--- src/rtl/fft_pkg.sv ---
// Shared types and helpers for the FFT output reorder buffer.
// Holds the default sample width, complex word, bank state and bit reversal.
package fft_pkg;

    localparam int FFT_DATA_WIDTH = 16;

    typedef struct packed {
        logic signed [FFT_DATA_WIDTH-1:0] real_part;
        logic signed [FFT_DATA_WIDTH-1:0] imag_part;
    } complex_t;

    typedef enum logic {
        BANK_EMPTY = 1'b0,
        BANK_FULL  = 1'b1
    } bank_state_e;

    // Reverse the low 'width' bits of idx; higher bits come back zero.
    function automatic logic [31:0] bitrev(
        input logic [31:0] idx,
        input int          width
    );
        logic [31:0] src;
        logic [31:0] r;
        src = idx;
        r   = '0;
        for (int i = 0; i < 32; i++) begin
            if (i < width) begin
                r   = {r[30:0], src[0]};
                src = src >> 1;
            end
        end
        return r;
    endfunction

endpackage

--- src/rtl/fft_reorder_bank.sv ---
// One N_POINTS-entry complex register file: sync write, async read.
// Ports: clk, we/waddr/wdata write port, raddr/rdata read port.
module fft_reorder_bank
    import fft_pkg::*;
#(
    parameter int DATA_WIDTH = FFT_DATA_WIDTH,
    parameter int N_POINTS   = 8,
    localparam int AW        = $clog2(N_POINTS)
) (
    input  logic                    clk,
    input  logic                    we,
    input  logic [AW-1:0]           waddr,
    input  logic [2*DATA_WIDTH-1:0] wdata,
    input  logic [AW-1:0]           raddr,
    output logic [2*DATA_WIDTH-1:0] rdata
);

    logic [2*DATA_WIDTH-1:0] mem [N_POINTS];

    always_ff @(posedge clk) begin
        if (we) begin
            mem[waddr] <= wdata;
        end
    end

    assign rdata = mem[raddr];

endmodule

--- src/rtl/fft_bitrev_reorder.sv ---
// Ping-pong reorder buffer: bit-reversed FFT stream in, natural order out.
// Ports: clk, rst (sync, active-high); in_valid/in_ready/in_real/in_imag;
// out_valid/out_ready/out_real/out_imag/out_index/out_last.
// Macro FFT_REORDER_SCALE_EN enables rounded 1/N scaling at the output.
module fft_bitrev_reorder
    import fft_pkg::*;
#(
    parameter int DATA_WIDTH = FFT_DATA_WIDTH,
    parameter int N_POINTS   = 8,
    localparam int LOG2N     = $clog2(N_POINTS)
) (
    input  logic                         clk,
    input  logic                         rst,
    input  logic                         in_valid,
    output logic                         in_ready,
    input  logic signed [DATA_WIDTH-1:0] in_real,
    input  logic signed [DATA_WIDTH-1:0] in_imag,
    output logic                         out_valid,
    input  logic                         out_ready,
    output logic signed [DATA_WIDTH-1:0] out_real,
    output logic signed [DATA_WIDTH-1:0] out_imag,
    output logic [LOG2N-1:0]             out_index,
    output logic                         out_last
);

    localparam int W2 = 2 * DATA_WIDTH;
    localparam logic [LOG2N-1:0] LAST = LOG2N'(N_POINTS - 1);
    localparam logic [LOG2N-1:0] ONE  = LOG2N'(1);

`ifdef FFT_REORDER_SCALE_EN
    localparam logic signed [DATA_WIDTH:0] RND =
        (DATA_WIDTH + 1)'(1) << (LOG2N - 1);

    // One guard bit keeps the rounding add from wrapping.
    function automatic logic [DATA_WIDTH-1:0] norm(
        input logic [DATA_WIDTH-1:0] x
    );
        logic signed [DATA_WIDTH:0] s;
        s = $signed({x[DATA_WIDTH-1], x}) + RND;
        return DATA_WIDTH'(s >>> LOG2N);
    endfunction
`else
    function automatic logic [DATA_WIDTH-1:0] norm(
        input logic [DATA_WIDTH-1:0] x
    );
        return x;
    endfunction
`endif

    bank_state_e      state [2];
    logic             wr_bank;
    logic             rd_bank;
    logic [LOG2N-1:0] wr_cnt;
    logic [LOG2N-1:0] rd_cnt;
    logic [LOG2N-1:0] wr_addr;
    logic [W2-1:0]    rd_data [2];
    logic [W2-1:0]    rd_word;
    logic             in_fire;
    logic             rd_load;

    // Ready depends only on registered state, never on out_ready.
    assign in_ready = !rst && (state[wr_bank] == BANK_EMPTY);
    assign in_fire  = in_valid && in_ready;
    assign rd_load  = (state[rd_bank] == BANK_FULL)
                   && (!out_valid || out_ready);

    // Scatter on write so the read side walks addresses linearly.
    assign wr_addr = LOG2N'(bitrev(32'(wr_cnt), LOG2N));
    assign rd_word = rd_data[rd_bank];

    for (genvar b = 0; b < 2; b++) begin : g_bank
        fft_reorder_bank #(
            .DATA_WIDTH (DATA_WIDTH),
            .N_POINTS   (N_POINTS)
        ) u_bank (
            .clk   (clk),
            .we    (in_fire && (wr_bank == 1'(b))),
            .waddr (wr_addr),
            .wdata ({in_real, in_imag}),
            .raddr (rd_cnt),
            .rdata (rd_data[b])
        );
    end

    always_ff @(posedge clk) begin
        if (rst) begin
            state[0]  <= BANK_EMPTY;
            state[1]  <= BANK_EMPTY;
            wr_bank   <= 1'b0;
            rd_bank   <= 1'b0;
            wr_cnt    <= '0;
            rd_cnt    <= '0;
            out_valid <= 1'b0;
            out_real  <= '0;
            out_imag  <= '0;
            out_index <= '0;
            out_last  <= 1'b0;
        end else begin
            if (in_fire) begin
                wr_cnt <= wr_cnt + ONE;
                if (wr_cnt == LAST) begin
                    state[wr_bank] <= BANK_FULL;
                    wr_bank        <= ~wr_bank;
                end
            end
            // Write and read banks differ whenever both fire.
            if (rd_load) begin
                out_real  <= norm(rd_word[W2-1:DATA_WIDTH]);
                out_imag  <= norm(rd_word[DATA_WIDTH-1:0]);
                out_index <= rd_cnt;
                out_last  <= (rd_cnt == LAST);
                out_valid <= 1'b1;
                rd_cnt    <= rd_cnt + ONE;
                if (rd_cnt == LAST) begin
                    state[rd_bank] <= BANK_EMPTY;
                    rd_bank        <= ~rd_bank;
                end
            end else if (out_ready) begin
                out_valid <= 1'b0;
            end
        end
    end

endmodule

--- config.mk ---
export PLATFORM = sky130hd
export DESIGN_NAME = fft_bitrev_reorder
export DESIGN_NICKNAME = d
export VERILOG_FILES = /design/src/rtl/fft_pkg.sv /design/src/rtl/fft_reorder_bank.sv /design/src/rtl/fft_bitrev_reorder.sv
export SDC_FILE = /design/constraint.sdc
export NUM_CORES = 1
export LEC_CHECK = 0
export CAP_MARGIN = 10
export CELL_PAD_IN_SITES_DETAIL_PLACEMENT = 0
export CELL_PAD_IN_SITES_GLOBAL_PLACEMENT = 1
export CORE_MARGIN = 2
export CORE_UTILIZATION = 49
export DETAILED_ROUTE_END_ITERATION = 12
export PLACE_DENSITY_LB_ADDON = 0.15
export SLEW_MARGIN = 20
export SYNTH_ARGS = -nofsm -noshare
export SYNTH_HDL_FRONTEND = slang
export SYNTH_SLANG_ARGS = --single-unit
--- constraint.sdc ---
create_clock -name clk -period 2.77 [get_ports clk]
set_input_delay 0.277 -clock clk [delete_from_list [all_inputs] [get_ports clk]]
set_output_delay 0.277 -clock clk [all_outputs]
set_load 0.03 [all_outputs]
==> impl_metrics.xml <==
<?xml version="1.0" encoding="UTF-8"?>
<metrics>
  <group name="power">
    <metric name="switching_power" unit="mW">3.25</metric>
    <metric name="power.share.combinational" unit="">0.018</metric>
    <metric name="powerDensity" unit="nW/um^2">688</metric>
    <metric name="max-vdd-ir-drop" unit="mV">0.533</metric>
    <metric name="seqPwrFrac" unit="">0.548</metric>
    <metric name="p_leak" unit="nW">7.60</metric>
    <metric name="clockPowerShare" unit="">0.434</metric>
    <metric name="internal_portion_of_total_power" unit="mW">13.8</metric>
    <metric name="swShare" unit="">0.191</metric>
  </group>
  <group name="logic_synthesis">
    <metric name="post_synth.cell_area_avg" unit="um^2">22.3</metric>
    <metric name="post-synth-top-area-cell" unit="">sky130_fd_sc_hd__edfxtp_1</metric>
    <metric name="synth_cell_type_count" unit="">30</metric>
    <metric name="synth_seq_area_share" unit="">0.774</metric>
    <metric name="synth_cells" unit="">952</metric>
    <metric name="number_of_enable_flip_flop_cells_after_synthesis" unit="">512</metric>
    <metric name="yosys_most_used_dff" unit="">sky130_fd_sc_hd__edfxtp_1</metric>
    <metric name="ys_async_sr_fraction" unit="">0</metric>
    <metric name="postSynthNetCount" unit="">996</metric>
    <metric name="netlist.area_leader.share" unit="">0.725</metric>
    <metric name="synth.ff_latch_count" unit="">564</metric>
    <metric name="synth.cell_area" unit="um^2">21200</metric>
    <metric name="yosys-top-cells-area" unit="">sky130_fd_sc_hd__edfxtp_1 73%, sky130_fd_sc_hd__mux4_2 14%, sky130_fd_sc_hd__dfxtp_1 4.9%, sky130_fd_sc_hd__mux2i_1 3.3%, sky130_fd_sc_hd__o221ai_1 1.3%</metric>
    <metric name="synth.yosys.warnings" unit="">0</metric>
  </group>
  <group name="setup_path">
    <metric name="critPathKind" unit="">flip-flop to primary output</metric>
    <metric name="cells_traversed_along_the_worst_timing_path" unit="">mux2i_1 -&gt; and2_1 -&gt; clkdlybuf4s50_1</metric>
    <metric name="path_max_fanout" unit="">4</metric>
    <metric name="timing.critical_path.slowest_cell_delay" unit="ns">0.67</metric>
    <metric name="startpoint_types" unit="">flip-flop</metric>
    <metric name="cp_slowest_cell" unit="">sky130_fd_sc_hd__clkdlybuf4s50_1</metric>
    <metric name="timing.critical_path.buf_inv" unit="">1</metric>
    <metric name="worst-endpoint-required" unit="ns">2.49</metric>
    <metric name="r2r_setup_slack" unit="ns">0.69</metric>
    <metric name="critPathTopFamily" unit="">buffers and inverters</metric>
    <metric name="crit_arrival" unit="ns">2.03</metric>
    <metric name="critPathCaptureType" unit="">primary output</metric>
  </group>
  <group name="sta">
    <metric name="slew_violations" unit="">0</metric>
    <metric name="setup_total_negative_slack" unit="ns">0</metric>
    <metric name="final_period_minus_worst_setup_slack" unit="ns">2.31</metric>
    <metric name="final_period_util" unit="">0.833</metric>
    <metric name="hold_violations" unit="">0</metric>
    <metric name="hold-worst-slack" unit="ns">0.430</metric>
    <metric name="worst_clock_skew" unit="ns">0.0203</metric>
    <metric name="maxSlewHeadroom" unit="">0.339</metric>
    <metric name="tightestPinTransition" unit="ns">0.991</metric>
    <metric name="setup_violations" unit="">0</metric>
    <metric name="rsz0062_at_grt" unit="">false</metric>
    <metric name="clock.fmax" unit="GHz">0.433</metric>
  </group>
  <group name="routing">
    <metric name="totalWireLength" unit="um">44500</metric>
    <metric name="met2RoutedLength" unit="um">22100</metric>
    <metric name="routed_wire_length_per_instance" unit="um">26.1</metric>
    <metric name="drt-initial-drc-count" unit="">737</metric>
    <metric name="drt.antenna.violating_nets" unit="">0</metric>
    <metric name="viasPerCell" unit="">5.77</metric>
    <metric name="routed-wl-met3" unit="um">2070</metric>
    <metric name="dr_total_vias" unit="">9822</metric>
    <metric name="top_layer_used" unit="">met4</metric>
    <metric name="detail_route.wirelength.met1" unit="um">19400</metric>
    <metric name="drc_violation_count_after_routing" unit="">0</metric>
    <metric name="first_pass_iters" unit="">5</metric>
  </group>
  <group name="clock_network">
    <metric name="h-tree-depth" unit="">2</metric>
    <metric name="cts.reportedPaths.clkPinSlew" unit="ns">0.06</metric>
    <metric name="cts_hold_buffers" unit="">0</metric>
    <metric name="cts_inserted_buffers" unit="">56</metric>
    <metric name="clock-root-buffer" unit="">sky130_fd_sc_hd__clkbuf_16</metric>
    <metric name="cts-root-to-sink-buffers" unit="">3</metric>
    <metric name="cts_resized" unit="">0</metric>
    <metric name="worst_skew_pair.late_latency" unit="ns">0.60</metric>
    <metric name="cts.sinks" unit="">564</metric>
    <metric name="cts_tree" unit="">yes</metric>
    <metric name="cts_setup_buffers" unit="">0</metric>
  </group>
  <group name="global_routing">
    <metric name="first_global_vias" unit="">10100</metric>
    <metric name="maximum_number_of_pins_on_one_net_before_global_route_repair" unit="">57</metric>
    <metric name="groute.usage.overall" unit="">0.205</metric>
    <metric name="antenna_violations_before_repair" unit="">0</metric>
    <metric name="global_route_wire_length_before_repair" unit="um">66000</metric>
    <metric name="overflow" unit="">0</metric>
  </group>
  <group name="floorplan">
    <metric name="initial_core_util" unit="">0.494</metric>
    <metric name="die_area" unit="um^2">45000</metric>
    <metric name="std_cell_rows" unit="">76</metric>
    <metric name="chipWidth" unit="um">212</metric>
    <metric name="io_pins" unit="">74</metric>
    <metric name="die_height" unit="um">212</metric>
    <metric name="core" unit="um^2">42900</metric>
  </group>
  <group name="layout">
    <metric name="synth_to_final_area_change" unit="%">16.9</metric>
    <metric name="final_core_util" unit="">0.578</metric>
    <metric name="finalNonFillerCells" unit="">1701</metric>
    <metric name="fillCellCount" unit="">3136</metric>
    <metric name="antenna_cells_inserted" unit="">0</metric>
    <metric name="finish.net_count" unit="">1114</metric>
    <metric name="drive_above_1_share" unit="">0.242</metric>
  </group>
  <group name="placed_design">
    <metric name="port_buffers" unit="">73</metric>
    <metric name="gpl.final_weighted_congestion" unit="">0.731</metric>
    <metric name="post-dp-hpwl" unit="um">25100</metric>
    <metric name="place.detailed.instances" unit="">1597</metric>
  </group>
  <group name="run">
    <metric name="drv.max_cap_violation_count" unit="">0</metric>
  </group>
  <group name="min_path">
    <metric name="hp-class" unit="">input pin to flip-flop</metric>
  </group>
  <group name="status">
    <metric name="run_status" unit="">finished, final reports clean</metric>
  </group>
</metrics>
==> power groups by stage <==
stage / registers, mW / logic [mW] / clock network, mW
2_1_floorplan: 9.52 / 0.0894 / 0
3_5_place_dp: 9.52 / 0.313 / 0
5_1_grt: 9.34 / 0.334 / 7.90
6_report: 9.34 / 0.307 / 7.40
4_1_cts: 9.34 / 0.313 / 7.57
3_3_place_gp: 9.52 / 0.306 / 0
==> layout make-up <==
type	count	area [um^2]	share of cell area
clock buffer	85	1610	0.0650
timing repair buffer	114	1310	0.0530
inverter	5	18.8	0.000757
clock inverter	19	200	0.00807
tap	585	732	0.0295
multi-input combinational	329	4490	0.181
sequential	564	16400	0.663
==> synthesized netlist by cell type, types with 6 or more instances <==
| cell type | count |
|---|---|
| sky130_fd_sc_hd__and2_1 | 11 |
| sky130_fd_sc_hd__and3_1 | 8 |
| sky130_fd_sc_hd__buf_1 | 6 |
| sky130_fd_sc_hd__buf_2 | 17 |
| sky130_fd_sc_hd__buf_4 | 12 |
| sky130_fd_sc_hd__clkbuf_1 | 13 |
| sky130_fd_sc_hd__dfxtp_1 | 52 |
| sky130_fd_sc_hd__edfxtp_1 | 512 |
| sky130_fd_sc_hd__ha_1 | 8 |
| sky130_fd_sc_hd__mux2i_1 | 70 |
| sky130_fd_sc_hd__mux4_2 | 128 |
| sky130_fd_sc_hd__nand3_1 | 34 |
| sky130_fd_sc_hd__nor2_1 | 16 |
| sky130_fd_sc_hd__o221ai_1 | 32 |
==> state kept, by name (all words and copies together), names as in the netlist, named ones only <==
| signal | count |
|---|---|
| out_real | 16 |
| g_bank.u_bank.mem | 512 |
| wr_cnt | 3 |
| wr_bank | 1 |
| out_imag | 16 |
| out_index | 3 |
| rd_bank | 1 |
| out_valid | 1 |
| out_last | 1 |
| state | 2 |
| rd_cnt | 3 |
==> path summary, 6_finish.rpt <==
check | start | endpoint | depth (start not counted)
max reg2reg | flip-flop | out_imag[14] | 5
max | flip-flop | in_ready | 3
min | out_ready | out_valid | 3
min reg2reg | out_last | out_last | 2
==> worst reg2reg max path: cells and delay by family, from the launching register on <==
family,cells,cell delay [ns]
buffers and inverters,2,0.50
AOI/OAI and AO/OA,1,0.17
muxes,2,0.89
DFF,1,0.38
==> cell usage in the layout, fill, tap and decap left out, drive strengths merged, types with 8 or more instances in the layout <==
cell type	instances
and2	11
and3	8
buf	41
clkbuf	85
clkdlybuf4s50	73
clkinv	13
dfxtp	52
edfxtp	512
ha	8
mux2i	70
mux4	128
nand3	34
nor2	16
o221ai	32
==> stage by stage <==
stage,cell area [um^2],power [mW],worst slack [ns]
6_report,24800,17.1,0.463
5_1_grt,24800,17.6,0.361
3_3_place_gp,23000,9.83,0.474
4_1_cts,24800,17.2,0.414
3_5_place_dp,23000,9.84,0.413
2_1_floorplan,21200,9.61,0.110
==> cells by family after synthesis <==
logic type / Yosys count / share of synthesized area
compound gates: 39 / 0.0154
xor+xnor: 4 / 0.00165
fa+ha+maj: 8 / 0.00472
buf+inv: 59 / 0.0154
flops: 564 / 0.774
mux: 199 / 0.170
simple gates: 79 / 0.0189
==> routing by layer <==
layer  GRT usage  vias up
met5           0        -
met4      0.0520        0
met3      0.0338       65
met2       0.337      238
met1       0.288     5266
li1            -     4253
(Power assumes the default switching activity.)
